[src/rtl/text_line_ctrl.sv]
// Character store and controller for one on-screen text line: takes message/score
// requests, composes the line into a shadow bank and swaps banks on vertical blank.
module text_line_ctrl #(
  parameter int WIDTH        = 32,
  parameter int BLINK_FRAMES = 30,
  parameter int SHOW_FRAMES  = 0
) (
  input  logic        clk,
  input  logic        rst,
  input  logic        req_valid,
  output logic        req_ready,
  input  logic [2:0]  req_msg,
  input  logic [13:0] req_score,
  input  logic        req_blink,
  input  logic        vblnk,
  input  logic [7:0]  char_xy,
  output logic [6:0]  char_code,
  output logic        enable,
  output logic        busy
);

  localparam int AW   = (WIDTH > 1) ? $clog2(WIDTH) : 1;
  localparam int MAXF = (BLINK_FRAMES > SHOW_FRAMES) ? BLINK_FRAMES : SHOW_FRAMES;
  localparam int FW   = (MAXF > 0) ? $clog2(MAXF + 1) : 1;
  localparam int BW   = (BLINK_FRAMES > 1) ? $clog2(BLINK_FRAMES) : 1;
  localparam logic [AW-1:0] COL_LAST   = AW'(WIDTH - 1);
  localparam logic [8:0]    WIDTH_L    = 9'(WIDTH);
  localparam logic [FW-1:0] FRAME_MAX  = FW'(MAXF);
  localparam logic [FW-1:0] SHOW_L     = FW'(SHOW_FRAMES);
  localparam logic [BW-1:0] BLINK_LAST = BW'(BLINK_FRAMES - 1);

  typedef enum logic [2:0] {IDLE, CONVERT, FILL, WAIT_VB, SWAP} state_t;
  state_t state, state_nx;

  logic [6:0]    bank [2][WIDTH];
  logic          disp_sel;
  logic [2:0]    msg_q, disp_msg;
  logic          blink_q, disp_blink;
  logic [13:0]   bin;
  logic [15:0]   bcd, bcd_adj;
  logic [3:0]    step;
  logic [AW-1:0] col;
  logic          vblnk_d, vb_rise;
  logic [FW-1:0] frame_cnt, frame_nx;
  logic [BW-1:0] blink_cnt;
  logic          blink_wrap, show_hit;
  logic [6:0]    fill_char;

  function automatic logic [6:0] digit(input logic [3:0] d);
    return 7'h30 + {3'b000, d};
  endfunction

  function automatic logic [6:0] msg_char(input logic [2:0] m, input logic [AW-1:0] c,
                                          input logic [15:0] d);
    logic [7:0] c8;
    logic [6:0] ch;
    c8 = 8'(c);
    ch = 7'h20;
    case (m)
      3'd1: case (c8)
        8'd0: ch = 7'h53;  8'd1: ch = 7'h43;  8'd2: ch = 7'h4F;
        8'd3: ch = 7'h52;  8'd4: ch = 7'h45;
        8'd6: ch = digit(d[15:12]);  8'd7: ch = digit(d[11:8]);
        8'd8: ch = digit(d[7:4]);    8'd9: ch = digit(d[3:0]);
        default: ch = 7'h20;
      endcase
      3'd2: case (c8)
        8'd0: ch = 7'h52;  8'd1: ch = 7'h4F;  8'd2: ch = 7'h55;
        8'd3: ch = 7'h4E;  8'd4: ch = 7'h44;
        8'd6: ch = digit(d[7:4]);    8'd7: ch = digit(d[3:0]);
        default: ch = 7'h20;
      endcase
      3'd3: case (c8)
        8'd0: ch = 7'h47;  8'd1: ch = 7'h41;  8'd2: ch = 7'h4D;
        8'd3: ch = 7'h45;  8'd5: ch = 7'h4F;  8'd6: ch = 7'h56;
        8'd7: ch = 7'h45;  8'd8: ch = 7'h52;
        default: ch = 7'h20;
      endcase
      3'd4: case (c8)
        8'd0: ch = 7'h50;  8'd1: ch = 7'h45;  8'd2: ch = 7'h52;
        8'd3: ch = 7'h46;  8'd4: ch = 7'h45;  8'd5: ch = 7'h43;
        8'd6: ch = 7'h54;  8'd7: ch = 7'h21;
        default: ch = 7'h20;
      endcase
      default: ch = 7'h20;
    endcase
    return ch;
  endfunction

  assign req_ready = (state == IDLE);
  assign busy      = (state != IDLE);
  assign vb_rise   = vblnk && !vblnk_d;

  always_comb begin
    bcd_adj = bcd;
    for (int unsigned i = 0; i < 4; i++)
      if (bcd[4*i +: 4] >= 4'd5) bcd_adj[4*i +: 4] = bcd[4*i +: 4] + 4'd3;
    frame_nx   = (frame_cnt == FRAME_MAX) ? frame_cnt : frame_cnt + 1'b1;
    blink_wrap = (blink_cnt == BLINK_LAST);
    show_hit   = (SHOW_FRAMES != 0) && (frame_nx >= SHOW_L);
    fill_char  = msg_char(msg_q, col, bcd);
  end

  always_comb begin
    state_nx = state;
    case (state)
      IDLE:    if (req_valid) state_nx = CONVERT;
      CONVERT: if (step == 4'd13) state_nx = FILL;
      FILL:    if (col == COL_LAST) state_nx = WAIT_VB;
      WAIT_VB: if (vb_rise) state_nx = SWAP;
      SWAP:    state_nx = IDLE;
      default: state_nx = IDLE;
    endcase
  end

  always_ff @(posedge clk or negedge rst) begin
    if (!rst) state <= IDLE;
    else      state <= state_nx;
  end

  always_ff @(posedge clk or negedge rst) begin
    if (!rst) begin
      for (int unsigned i = 0; i < WIDTH; i++) begin
        bank[0][i] <= 7'h20;
        bank[1][i] <= 7'h20;
      end
      disp_sel   <= 1'b0;
      msg_q      <= '0;
      blink_q    <= 1'b0;
      disp_msg   <= '0;
      disp_blink <= 1'b0;
      bin        <= '0;
      bcd        <= '0;
      step       <= '0;
      col        <= '0;
      vblnk_d    <= 1'b0;
      frame_cnt  <= '0;
      blink_cnt  <= '0;
      enable     <= 1'b0;
      char_code  <= 7'h20;
    end else begin
      vblnk_d <= vblnk;
      if ({1'b0, char_xy} < WIDTH_L) char_code <= bank[disp_sel][char_xy[AW-1:0]];
      else                           char_code <= 7'h20;

      if (state == IDLE && req_valid) begin
        msg_q   <= req_msg;
        blink_q <= req_blink;
        bin     <= (req_score > 14'd9999) ? 14'd9999 : req_score;
        bcd     <= '0;
        step    <= '0;
      end

      if (state == CONVERT) begin
        bcd  <= {bcd_adj[14:0], bin[13]};
        bin  <= {bin[12:0], 1'b0};
        step <= step + 4'd1;
      end

      if (state == FILL) begin
        bank[~disp_sel][col] <= fill_char;
        col <= (col == COL_LAST) ? '0 : col + 1'b1;
      end

      // Timeout is tracked by a saturating count; blink phase uses its own modulo count.
      if (state == SWAP) begin
        disp_sel   <= ~disp_sel;
        disp_msg   <= msg_q;
        disp_blink <= blink_q;
        frame_cnt  <= '0;
        blink_cnt  <= '0;
        enable     <= (msg_q != 3'd0);
      end else if (vb_rise && state != WAIT_VB) begin
        frame_cnt <= frame_nx;
        blink_cnt <= blink_wrap ? '0 : blink_cnt + 1'b1;
        if (disp_msg == 3'd0 || show_hit) enable <= 1'b0;
        else if (disp_blink && blink_wrap) enable <= ~enable;
      end
    end
  end

endmodule
[config.mk]
export PLATFORM = sky130hd
export DESIGN_NAME = text_line_ctrl
export DESIGN_NICKNAME = d
export VERILOG_FILES = /design/src/rtl/text_line_ctrl.sv
export SDC_FILE = /design/constraint.sdc
export NUM_CORES = 1
export LEC_CHECK = 0
export BUFFER_PORTS_ARGS = -buffer_cell sky130_fd_sc_hd__buf_2
export CAP_MARGIN = 40
export CORE_UTILIZATION = 50
export CTS_CLUSTER_DIAMETER = 200
export DETAILED_ROUTE_END_ITERATION = 16
export GPL_ROUTABILITY_DRIVEN = 1
export PLACE_DENSITY = 0.66
export SLEW_MARGIN = 20
export SYNTH_ARGS = -nofsm -noshare
export SYNTH_HDL_FRONTEND = slang
export SYNTH_SLANG_ARGS = --single-unit
[constraint.sdc]
create_clock -name clk -period 3.2 [get_ports clk]
set_clock_uncertainty 0.1 [all_clocks]
set_input_delay 0.16 -clock clk [delete_from_list [all_inputs] [get_ports clk]]
set_output_delay 0.16 -clock clk [all_outputs]
set_load 0.005 [all_outputs]
==> impl.org <==
** Status
- Run status :: complete, but fails checks
- The checks that failed: negative hold slack.

** Power
- The design draws between 15 and 20 mW.
- Power density over the cells :: approximately 700 nW/um^2
- Max VDD drop :: slightly below 600 uV
- In this run the static leakage power is roughly 12 nW.

** Logic synthesis
- Synthesis produced roughly 1,800 cells.
- Number of synthesized flops with an enable pin :: 0
- Synthesized netlist net count :: approximately 1,900
- Flip-flop and latch count after synthesis :: just over 500
- The Yosys step of the flow raised 0 warnings.
- Synth Area in Simple Gates :: 15.6%
- Multiplexer fraction of the synthesized cell area :: around 16%
- Of all flip-flops after synthesis, the portion carrying an async set or reset was between 90% and 100%.
- Summing every instance area after synthesis gives 22,800 um^2.
- Portion of the post-synthesis area used by sequential elements :: 56.6%
- Fraction of synthesized cell area in xor and xnor cells :: 0.268%
- Avg Synthesized Cell Area :: about 12 um^2
- Compound-gate portion of the synthesized area :: under 10%
- After synthesis, the largest family of logic cells by area is multiplexers.
- Leading register cell type out of synthesis :: dfrtp_1
- Yosys mapped the design onto slightly below 80 distinct sky130hd cell types.
- Share of synthesized cell area in full adder, half adder and majority cells :: under 10%

** Detailed routing
- Routed length per placed instance :: 21.6 um
- Total via count in the routed design :: approximately 15,000
- Detailed Routing Iterations Pass 1 :: 5
- The count of nets left with antenna violations once routing finished came out at 0.
- Iteration-0 DRC Markers :: between 1,000 and 1,500
- After detailed routing, the total wire length is between 50,000 and 60,000 um.
- Using the TritonRoute via totals, the vias-per-cell ratio works out to 5.71.
- DRC violation count after routing :: 0

** Hold path
- The tightest min-delay check is of the in2async type.

** Cells and area
- Measured on the finished design, the core utilization comes to between 50% and 60%.
- After the last flow step, the layout net total stands at 1,981.
- The count of cells in the finished layout, fillers not included, comes to around 2,600.
- Number of antenna diodes :: 0
- Fill cells in the final layout number between 3,000 and 4,000.
- Share of layout cells above drive strength 1 :: 21.7%
- Final cell area excluding filler cells :: 26,100 um^2
- The area growth from synthesis to layout is 14.1%.

** Global route
- Global routing used between 20% and 30% of the available tracks across all layers.
- Global routing finished with a remaining overflow of 0.
- Antenna violations before repair :: 0
- Wire length of the first global-routing pass :: slightly below 90,000 um
- Number of global-route vias before repair :: between 15,000 and 20,000
- Entering global routing, the biggest net connects 101 pins.

** Placed design
- At the end of routability-driven placement, the weighted congestion stood at slightly below 0.9.
- Port buffering added 39 buffers.
- Once placement finished, the instance area stood at 23,800 um^2.
- Counting tap cells, the placed design contains a total of about 2,400 instances.
- DP HPWL :: around 36,000 um
- OpenSTA, run right after detailed placement, puts the worst setup slack at 51.3 ps.

** Timing
- Setup repair after global routing missed its margin :: false
- At the pin with the least slew margin, the transition time is about 760 ps.
- The final count of hold timing violations was 2.
- Setup violations remaining at the end of the flow were counted as 0.
- Once routing completed, OpenROAD measured the worst setup slack at about 200 ps.
- Relative slew slack :: between 40% and 50%
- Share of the clock period used by the worst path :: 93.8%
- Based on the critical path, the design can be clocked at up to ~330 MHz.
- After routing, the total negative slack on setup checks comes to 0 ps.
- Pins over their slew limit :: 0
- Final period demand of the worst path :: 3000 ps
- The tightest hold path in the finished design has a slack of -6.77 ps.

** Job
- Max-capacitance violation count :: 0

** CTS
- Clock Sinks :: a little over 500
- Worst-Skew Late Latency :: slightly below 600 ps
- Buffer cell driving the clock tree root :: clkbuf_16
- TritonCTS built the clock tree.
- Maximum clock insertion buffer count :: 3
- Clock transition at the registers of the reported paths :: about 60 ps
- TritonCTS Buffers :: 53
- H-tree levels :: 2

** Floorplan
- Once the floorplan was initialized, standard cells occupied just over 50% of the core.
- The core region is 44,600 um^2.
- Die boundary width :: approximately 220 um
- Boundary pin count :: 40
- The floorplan step set the die height to 216 um.
- Area of the die :: 46,500 um^2
- After floorplanning, the core was divided into 77 placement rows.

** Worst setup path
- At the worst endpoint, the arrival time is 3430 ps.
- Endpoint kind of the worst setup timing path :: register
- In this run the worst path has a maximum fanout of 24.
- For the worst setup path, the data required time is 3630 ps.
- Startpoint type of the worst setup path :: register
- Start-to-end type of the worst setup path :: reg2reg
## logic make-up after synthesis
group,after synthesis
and+or+nand+nor,680
DFF,513
AOI/OAI and AO/OA,301
muxes,193
buffers and inverters,132
adders and majority gates,22
xor gates and xnor gates,7
## layout by cell type, fill, tap and decap left out, drive strengths merged, types with 18 or more instances in the layout
| cell | synthesis | routed |
|---|---|---|
| dfrtp | 448 | 448 |
| and2 | 254 | 254 |
| nand2 | 239 | 239 |
| o21ai | 181 | 181 |
| mux4 | 123 | 123 |
| buf | 59 | 96 |
| clkbuf | 50 | 79 |
| dfstp | 65 | 65 |
| mux2 | 53 | 53 |
| nand2b | 52 | 52 |
| nor2 | 44 | 44 |
| dlygate4sd3 | 0 | 36 |
| nand3 | 32 | 32 |
| a21oi | 29 | 29 |
| inv | 21 | 23 |
| ha | 22 | 22 |
| nor3 | 18 | 18 |
## registers in the layout, indices dropped and copies added (netlist names)
name and flops:
vblnk_d 1, blink_q 1, char_code 7, bcd 16
blink_cnt 5, disp_msg 3, step 4, disp_blink 1
col 5, bin 14, bank 448, msg_q 3
disp_sel 1, state 3, enable 1
## final cells by class
class                   instances  area, um^2  area share [%]
flip-flops and latches        513       12900            49.6
clock inverters                23         285            1.09
inverters                      23        86.3           0.331
clock buffers                  76        1540            5.92
well taps                     592         741            2.84
multi-input cells            1203        9280            35.6
repair buffers                135        1200            4.61
## worst max-delay path, cell delays in order, from the launching register on
cell and delay [ps]:
dfrtp_4 470, buf_16 230, mux4_2 590, mux4_2 480, a31oi_1 350, nand3_1 130
dlygate4sd3_1 570
## final timing paths
check	from	to	slack, ps	cells past startpoint
max in group asynchronous	rst	disp_sel	1950	3
min in group clk	vblnk	vblnk_d	150	2
min reg2reg	bank[153]	bank[153]	370	2
max reg2reg	disp_sel	char_code[5]	200	6
max	disp_sel	char_code[5]	200	6
min	rst	bank[58]	-7	2
## per-layer routing
layer,up-vias,GRT usage [%],routed length [um]
met3,89,4.62,2740
li1,6673,-,-
met5,-,0,0
met4,0,6.43,1310
met1,7540,34.4,24800
met2,345,39.0,26500
## what timing repair did
| action | 4_1_cts | 5_1_grt |
|---|---|---|
| resized for setup | 0 | 3 |
| endpoints found under the setup margin | 0 | 24 |
| hold buffers | 36 | 0 |
| endpoints found under the hold margin | 356 | 0 |
| buffers inserted | 0 | 2 |
## power by group
group	switching [mW]	internal [mW]	total (mW)
Sequential	0.511	7.08	7.60
Clock	2.60	3.84	6.44
Combinational	2.64	1.68	4.31
## synthesized netlist by cell type (all sizes together) (4+ instances only)
cell type | count | share of area (%)
nor2 | 44 | 0.80
o21ai | 181 | 4.0
nor3 | 18 | 0.42
mux2 | 53 | 2.6
a21oi | 29 | 0.64
buf | 59 | 1.6
nand2b | 52 | 1.4
nand2 | 239 | 3.9
nor2b | 12 | 0.33
a22oi | 17 | 0.58
o31ai | 6 | 0.20
dfstp | 65 | 7.5
and2 | 254 | 7.0
a21o | 4 | 0.13
a32o | 4 | 0.18
inv | 21 | 0.35
xnor2 | 6 | 0.23
mux2i | 17 | 0.74
o22ai | 10 | 0.30
a211oi | 6 | 0.20
nor3b | 6 | 0.22
ha | 22 | 1.2
a222oi | 4 | 0.18
o21a | 5 | 0.16
a32oi | 4 | 0.15
nand3 | 32 | 0.70
mux4 | 123 | 12
dfrtp | 448 | 49
clkbuf | 50 | 0.83
(Power assumes the default switching activity.)
